[config.mk]
export PLATFORM = sky130hd
export DESIGN_NAME = peripheral_spram_arbiter_axi4
export DESIGN_NICKNAME = d
export VERILOG_FILES = /design/src/rtl/peripheral_spram_arbiter_axi4.sv
export SDC_FILE = /design/constraint.sdc
export NUM_CORES = 1
export LEC_CHECK = 0
export CAP_MARGIN = 20
export CORE_MARGIN = 4
export CORE_UTILIZATION = 36
export CTS_BUF_LIST = sky130_fd_sc_hd__clkbuf_4
export DETAILED_ROUTE_END_ITERATION = 10
export PLACE_DENSITY_LB_ADDON = 0.1
export SKIP_CTS_REPAIR_TIMING = 1
export SLEW_MARGIN = 20
export SYNTH_ARGS = -nofsm -noshare
export SYNTH_HDL_FRONTEND = slang
export SYNTH_SLANG_ARGS = --single-unit
[constraint.sdc]
create_clock -name aclk -period 2.6 [get_ports aclk]
set_clock_uncertainty 0.15 [all_clocks]
set_input_delay 0.52 -clock aclk [delete_from_list [all_inputs] [get_ports aclk]]
set_output_delay 0.52 -clock aclk [all_outputs]
set_load 0.02 [all_outputs]
[src/rtl/peripheral_spram_arbiter_axi4.sv]
// AXI4 slave that time-shares one SPRAM port between round-robin arbitrated write and read bursts.
// Optional PERIPHERAL_SPRAM_ARBITER_DECERR_EN: out-of-range addresses answer DECERR and never touch the RAM.
module peripheral_spram_arbiter_axi4 #(
   parameter int ADDR_WIDTH = 8
) (
   input  logic                  aclk,
   input  logic                  areset,
   input  logic [3:0]            awid,
   input  logic [31:0]           awadr,
   input  logic [3:0]            awlen,
   input  logic [2:0]            awsize,
   input  logic [1:0]            awburst,
   input  logic                  awvalid,
   output logic                  awready,
   input  logic [3:0]            wid,
   input  logic [31:0]           wrdata,
   input  logic [3:0]            wstrb,
   input  logic                  wlast,
   input  logic                  wvalid,
   output logic                  wready,
   output logic [3:0]            bid,
   output logic [1:0]            bresp,
   output logic                  bvalid,
   input  logic                  bready,
   input  logic [3:0]            arid,
   input  logic [31:0]           araddr,
   input  logic [3:0]            arlen,
   input  logic [2:0]            arsize,
   input  logic                  arvalid,
   output logic                  arready,
   output logic [3:0]            rid,
   output logic [31:0]           rdata,
   output logic [1:0]            rresp,
   output logic                  rlast,
   output logic                  rvalid,
   input  logic                  rready,
   output logic                  ram_ce,
   output logic                  ram_we,
   output logic [3:0]            ram_be,
   output logic [ADDR_WIDTH-1:0] ram_addr,
   output logic [31:0]           ram_din,
   input  logic [31:0]           ram_dout,
   output logic [2:0]            state_dbg
);

   // A transfer happens on the aclk edge where valid and ready are both high; valid and payload
   // never look at the same channel's ready, and B/R payloads hold steady until accepted.
   typedef enum logic [2:0] {
      S_IDLE  = 3'd0,
      S_WDATA = 3'd1,
      S_WRESP = 3'd2,
      S_RADDR = 3'd3,
      S_RCAP  = 3'd4,
      S_RDATA = 3'd5
   } state_t;

   localparam logic [1:0] RESP_OKAY   = 2'b00;
   localparam logic [1:0] RESP_SLVERR = 2'b10;
   localparam logic [1:0] RESP_DECERR = 2'b11;

   state_t                state_q, state_d;
   logic                  last_w_q;
   logic [3:0]            id_q;
   logic [ADDR_WIDTH-1:0] addr_q;
   logic [3:0]            len_q;
   logic [3:0]            beat_q;
   logic                  fixed_q;
   logic [1:0]            err_q;
   logic [31:0]           rdata_q;

   logic grant_w, aw_hs, ar_hs, w_beat, w_end, r_done, beat_is_len, ram_block;
   logic aw_dec, ar_dec;
   logic unused_ok;

`ifdef PERIPHERAL_SPRAM_ARBITER_DECERR_EN
   assign aw_dec = |awadr[31:ADDR_WIDTH+2];
   assign ar_dec = |araddr[31:ADDR_WIDTH+2];
`else
   assign aw_dec = 1'b0;
   assign ar_dec = 1'b0;
`endif

   assign unused_ok = ^{awsize, arsize, wid, awadr[31:ADDR_WIDTH+2], awadr[1:0],
                        araddr[31:ADDR_WIDTH+2], araddr[1:0]};

   // On a tie the channel that was not served last wins; last_w_q=0 means read went last.
   assign grant_w     = awvalid && (!arvalid || !last_w_q);
   assign aw_hs       = (state_q == S_IDLE) && grant_w;
   assign ar_hs       = (state_q == S_IDLE) && arvalid && !grant_w;
   assign beat_is_len = (beat_q == len_q);
   assign w_beat      = (state_q == S_WDATA) && wvalid;
   assign w_end       = w_beat && (beat_is_len || wlast);
   assign r_done      = (state_q == S_RDATA) && rready;
   assign ram_block   = (err_q == RESP_DECERR);
   assign state_dbg   = state_q;

   always_ff @(posedge aclk or posedge areset) begin
      if (areset) state_q <= S_IDLE;
      else        state_q <= state_d;
   end

   always_comb begin
      state_d = state_q;
      case (state_q)
         S_IDLE: begin
            if (aw_hs)      state_d = S_WDATA;
            else if (ar_hs) state_d = S_RADDR;
         end
         S_WDATA: if (w_end)  state_d = S_WRESP;
         S_WRESP: if (bready) state_d = S_IDLE;
         S_RADDR: state_d = S_RCAP;
         S_RCAP:  state_d = S_RDATA;
         S_RDATA: if (rready) state_d = beat_is_len ? S_IDLE : S_RADDR;
         default: state_d = S_IDLE;
      endcase
   end

   always_comb begin
      awready  = 1'b0;
      arready  = 1'b0;
      wready   = 1'b0;
      bvalid   = 1'b0;
      bid      = '0;
      bresp    = '0;
      rvalid   = 1'b0;
      rid      = '0;
      rdata    = '0;
      rresp    = '0;
      rlast    = 1'b0;
      ram_ce   = 1'b0;
      ram_we   = 1'b0;
      ram_be   = '0;
      ram_addr = '0;
      ram_din  = '0;
      case (state_q)
         S_IDLE: begin
            // Gated so the address readys read 0 for the whole time areset is high.
            awready = !areset && awvalid && grant_w;
            arready = !areset && arvalid && !grant_w;
         end
         S_WDATA: begin
            wready = 1'b1;
            if (wvalid && !ram_block) begin
               ram_ce   = 1'b1;
               ram_we   = 1'b1;
               ram_be   = wstrb;
               ram_din  = wrdata;
               ram_addr = addr_q;
            end
         end
         S_WRESP: begin
            bvalid = 1'b1;
            bid    = id_q;
            bresp  = err_q;
         end
         S_RADDR: begin
            if (!ram_block) begin
               ram_ce   = 1'b1;
               ram_addr = addr_q;
            end
         end
         S_RDATA: begin
            rvalid = 1'b1;
            rid    = id_q;
            rdata  = rdata_q;
            rresp  = err_q;
            rlast  = beat_is_len;
         end
         default: ;
      endcase
   end

   always_ff @(posedge aclk or posedge areset) begin
      if (areset) begin
         last_w_q <= 1'b0;
         id_q     <= '0;
         addr_q   <= '0;
         len_q    <= '0;
         beat_q   <= '0;
         fixed_q  <= 1'b0;
         err_q    <= RESP_OKAY;
         rdata_q  <= '0;
      end else begin
         if (aw_hs) begin
            id_q    <= awid;
            addr_q  <= awadr[ADDR_WIDTH+1:2];
            len_q   <= awlen;
            fixed_q <= (awburst == 2'b00);
            beat_q  <= '0;
            err_q   <= aw_dec ? RESP_DECERR : RESP_OKAY;
         end else if (ar_hs) begin
            id_q    <= arid;
            addr_q  <= araddr[ADDR_WIDTH+1:2];
            len_q   <= arlen;
            fixed_q <= 1'b0;
            beat_q  <= '0;
            err_q   <= ar_dec ? RESP_DECERR : RESP_OKAY;
         end
         if (w_beat) begin
            if (!fixed_q) addr_q <= addr_q + 1'b1;
            beat_q <= beat_q + 4'd1;
            // Burst closes on the earlier of wlast and the last counted beat; disagreement is SLVERR.
            if (w_end && (wlast != beat_is_len) && !ram_block) err_q <= RESP_SLVERR;
         end
         if ((state_q == S_WRESP) && bready) last_w_q <= 1'b1;
         if (state_q == S_RCAP) rdata_q <= ram_block ? 32'h0 : ram_dout;
         if (r_done) begin
            if (beat_is_len) begin
               last_w_q <= 1'b0;
            end else begin
               addr_q <= addr_q + 1'b1;
               beat_q <= beat_q + 4'd1;
            end
         end
      end
   end

endmodule

# [Yosys cells after proc, flatten, opt, wreduce, memory -nomap -nowiden]
# Index checks and enable logic that the tools add are counted.
# Widths: inputs -> output; s select.
[op_classes] n_eq_ne=12 reduce_logical=26 muxes=54 add_sub_neg=2
[op_table] op="$mux 32" n=4
[op_table] op="$mux 8" n=8
[op_table] op="$mux 4" n=13
[op_table] op="$pmux 3 s6" n=1
[op_table] op="$pmux 8 s2" n=1
[op_table] op="$logic_and 1x1->1" n=15
[op_table] op="$mux 3" n=5
[op_table] op="$mux 1" n=14
[op_table] op="$mux 2" n=7
[op_table] op="$add 8x1->8 const B" n=1
[op_table] op="$eq 3x2->1 const B" n=2
[op_table] op="$eq 3x3->1 const B" n=2
[op_table] op="$ne 2x2->1 const B" n=3
[op_table] op="$logic_not 1->1" n=5
[op_table] op="$add 4x1->4 const B" n=1
[op_table] op="$eq 4x4->1" n=1
[op_table] op="$reduce_and 4->1" n=1
[op_table] op="$eq 3x1->1 const B" n=1
[op_table] op="$logic_not 3->1" n=1
[op_table] op="$ne 3x3->1 const B" n=1
[op_table] op="$eq 2x2->1 const B" n=1
[op_table] op="$logic_not 2->1" n=1
[op_table] op="$logic_or 1x1->1" n=2
[op_table] op="$pmux 1 s2" n=1
[op_table] op="2 further kinds" n=2
[word_totals] output_inout_bits=99 reg_bits=59

# [Depth between registers and ports, before layout]
[depth] depth_word=11 mapped_depth=7 ltp_nobuf=7

# [Worst setup path before layout]
# Ideal clock, no wire load.
[synth_timing] path_type="register to output" startpoint="reg state_q[1] (netlist: state_dbg[1])" endpoint="out ram_be[0]" stages_incl_launch_ff=6 t_arrival_ps=1677 n_path_buf=2 setup_slack_ps=253 cell_sequence="dfrtp_1 > buf_2 > nand4bb_4 > a21oi_1 > clkbuf_1 > and2_1"
[synth_via] elab_chain_len=2
[synth_rtl] item="from (decl)" line="61" source="state_t state_q, state_d;"
[synth_rtl] item="from (signal assigned)" line="99" source="else state_q <= state_d;"
[synth_rtl] item="$eq 3x1->1" line="135" source="case (state_q)"
[synth_rtl] item="$mux 4" line="135"
[synth_rtl] item="to (decl)" line="39" source="output logic [3:0] ram_be,"
# Every way passes these cells.

# [Final worst setup path]
[layout_timing] startpoint="reg len_q[1]" endpoint="out rlast"
[layout_via] elab_chain_len=2
[layout_rtl] item="from (decl)" line="65" source="logic [3:0] len_q;"
[layout_rtl] item="from (signal assigned)" line="187" source="len_q <= awlen;"
[layout_rtl] item="from (signal assigned)" line="194" source="len_q <= arlen;"
[layout_rtl] item="$eq 4x4->1" line="90" source="assign beat_is_len = (beat_q == len_q);"
[layout_rtl] item="$mux 1" line="135"
[layout_rtl] item="to (decl)" line="34" source="output logic rlast,"
# Every way passes these cells.

==> impl_results.md <==
- Crit path arrival time: 1980 ps
- Switching share of total power: 0.4273
- Async SR Flop Fraction: 1.000
- CP max-delay cell: or4_4
- Die ar.: 11850 um^2
- CTS max path bufs: 2
- # fillers: 923
- Cell family with most CP delay: simple AND/OR/NAND/NOR gates
- Crit path kind: reg2out
- Drt initial violations: 165
- CP required: 1930 ps
- Placeable Area: 9819 um^2
- CTS tree: yes
- Syn nets: 608
- Yosys top cell area share: 0.4031
- Router iterations before antenna repair: 4
- # rows: 36
- Hpwl dp: 10.13 mm
- Worst Setup End Kind: output pin
- Endpoints failing setup: 1
- Grt ovf: 0
- Number of diodes: 0
- Top post-synthesis cells by area: dfrtp_1 (40%), and2_1 (9.6%), nand2_1 (9.0%)
- Worst Path Buf+Inv: 1
- Final max-slew violation count: 0
- Largest net degree at the start of global routing: 65
- Register Area: 1479 um^2
- Most used DFF post-synth: dfrtp_1
- Remaining antenna violation count: 0
- Proportion of layout cells with a drive suffix above 1: 0.1716
- DRC errors left: 0
- Drt wl/cell: 16.82 um
- Least-Margin Pin Slew: 372.9 ps
- DRT Wirelength: 13.51 mm
- Levels on crit path: 4
- Via density: 4.960
- Synthesized cell area: 3662 um^2
- Worst hold path class: reg2reg
- Status: finished, violations left
- First-pass GRT wire length: 20.71 mm
- Yosys warns: 0
- Port Buffers: 208
- Vias in the first global route: 4016
- Post-synth top area cell: dfrtp_1
- R2r worst-path depth: 8
- H-tree depth: 3
- Area grow syn2layout: 71.92%
- Maxcap violations: 0
- Peak VDD IR: 0.4155 mV
- Worst hold slack: 338.3 ps
- Tmin final: 2650 ps
- Initial antenna violation count: 0
- Sequential-to-total area share from yosys stat: 0.4031
- Worst hold path stage count: 2
- Failing checks: setup timing
- Setup TNS: -49.95 ps
- Routed vias: 3983
- Post-Syn Instances: 437
- Clock-pin slew on the worst setup and hold paths: 120 ps
- Slew margin rel.: 0.7491
- Initial Util: 0.3730
- Pwr/cell area: 908.1 nW/um^2
- Final nets: 836
- Total GRT Usage: 0.2224
- Distinct cell type count of the synthesized netlist: 53
- TritonCTS buffer count: 9
- Pint: 3.274 mW
- Leak: 3.950 nW
- Syn_area_per_cell: 8.380 um^2
- Placer Congestion: 0.8096
- Worst-Skew Late Latency: 410 ps
- Clock network fraction of design power: 0.140
- Die X: 108.9 um
- Multi-input gate area: 2039 um^2
- #FFs+latches synth: 59
- TritonCTS Sinks: 59
- Psw: 2.443 mW
- CTS root buf: clkbuf_4
- Crit share post-route: 1.019
- Number of synthesized flops with an enable pin: 0
- Reg power frac: 0.298
- Place WS: -447.3 ps
- Element type at the critical path start: flip-flop
- CP max FO: 2
- Die height: 108.9 um
- Unrepaired setup endpoints after global routing: true
- Hold Violations, Final: 0
- IO Pins: 267
- Crit path cell chain: xor2_1 -> or4_4 -> nor3_4 -> buf_4
- Max Fclk: 377.4 MHz
- Logic pwr share: 0.562
- Min setup slack post-route: -49.95 ps
- Crit-path max cell delay: 580 ps
-- Yosys cell counts, types with 6 or more instances --
master	count
nand3_1	6
o31ai_1	7
o21ai_0	36
dfrtp_1	59
a31oi_1	11
inv_1	7
a21oi_1	7
xor2_1	6
and2_1	56
and3_1	41
buf_2	8
nand2_1	88
clkbuf_1	19
nor2_1	22
-- per-stage QoR --
| step | instance area, um^2 | utilization | power (mW) | instances |
|---|---|---|---|---|
| finish | 6296 | 0.6412 | 5.717 | 803 |
| global route | 6296 | 0.6412 | 6.156 | 803 |
| CTS | 6317 | 0.6433 | 5.873 | 803 |
| detailed placement | 6148 | 0.6261 | 5.063 | 787 |
| global placement | 6148 | 0.6261 | 4.962 | 787 |
| floorplan | 3662 | - | 3.510 | 437 |
-- placed cells by master (no fill, tap or decap), drive strengths merged, types with 23 or more instances in the layout --
cell,Yosys,routed
clkdlybuf4s50,0,111
nand2,88,88
dlymetal6s2s,0,59
dfrtp,59,59
and2,56,56
clkbuf,23,46
buf,9,42
and3,41,41
o21ai,37,37
nor2,23,23
-- worst reg2reg max path: cells and delay by family (launching register included) --
| family | cells | cell delay (ps) |
|---|---|---|
| fa+ha+maj | 1 | 200 |
| xor+xnor | 1 | 180 |
| simple gates | 2 | 740 |
| flops | 1 | 410 |
| compound gates | 3 | 520 |
| buf+inv | 1 | 170 |
-- cells by family (layout without fill, tap and decap cells) --
kind of cell / after synthesis / after routing / share of synthesized area
DFF: 59 / 59 / 0.4031
buffers and inverters: 39 / 272 / 0.04510
adders and majority gates: 3 / 3 / 0.01025
muxes: 3 / 3 / 0.008200
AOI/OAI and AO/OA: 87 / 87 / 0.1640
xor gates and xnor gates: 10 / 10 / 0.02391
and+or+nand+nor: 236 / 236 / 0.3454
-- metal layers --
metal | part of all wire | up-vias | GRT usage
li1 | - | 1953 | -
met1 | 0.42 | 1893 | 0.2926
met2 | 0.50 | 123 | 0.3627
met3 | 0.061 | 14 | 0.06098
met4 | 0.016 | 0 | 0.05500
met5 | 0 | - | 0
-- final cells by class --
class,instances,share of cell area
Clock inverter,7,0.01610
Clock buffer,9,0.01073
Inverter,7,0.004173
Tap cell,133,0.02643
Sequential cell,59,0.2349
Timing Repair Buffer,249,0.3837
Multi-Input combinational cell,339,0.3239
-- state kept, by name, indices dropped and copies added (netlist names) --
signal / flops
state_dbg: 3
rdata_q: 32
addr_q: 8
beat_q: 4
err_q: 2
last_w_q: 1
len_q: 4
fixed_q: 1
id_q: 4
-- power groups by stage --
| stage | Combinational, mW | Clock [mW] | Sequential (mW) |
|---|---|---|---|
| after floorplan | 1.88 | 0 | 1.63 |
| after global placement | 3.27 | 0 | 1.69 |
| after detailed placement | 3.35 | 0 | 1.71 |
| after CTS | 3.36 | 0.813 | 1.70 |
| after global routing | 3.54 | 0.851 | 1.76 |
| final | 3.22 | 0.798 | 1.70 |
-- path summary, 6_finish.rpt --
check	start	endpoint	slack, ps
min	rdata_q[27]	rdata_q[27]	340
max	len_q[1]	rlast	-50
max reg2reg	len_q[1]	state_dbg[1]	170
min reg2reg	rdata_q[27]	rdata_q[27]	340
max in group asynchronous	areset	state_dbg[1]	1620
min in group asynchronous	areset	addr_q[3]	400
Note: power is estimated with default switching activity, not from simulation.
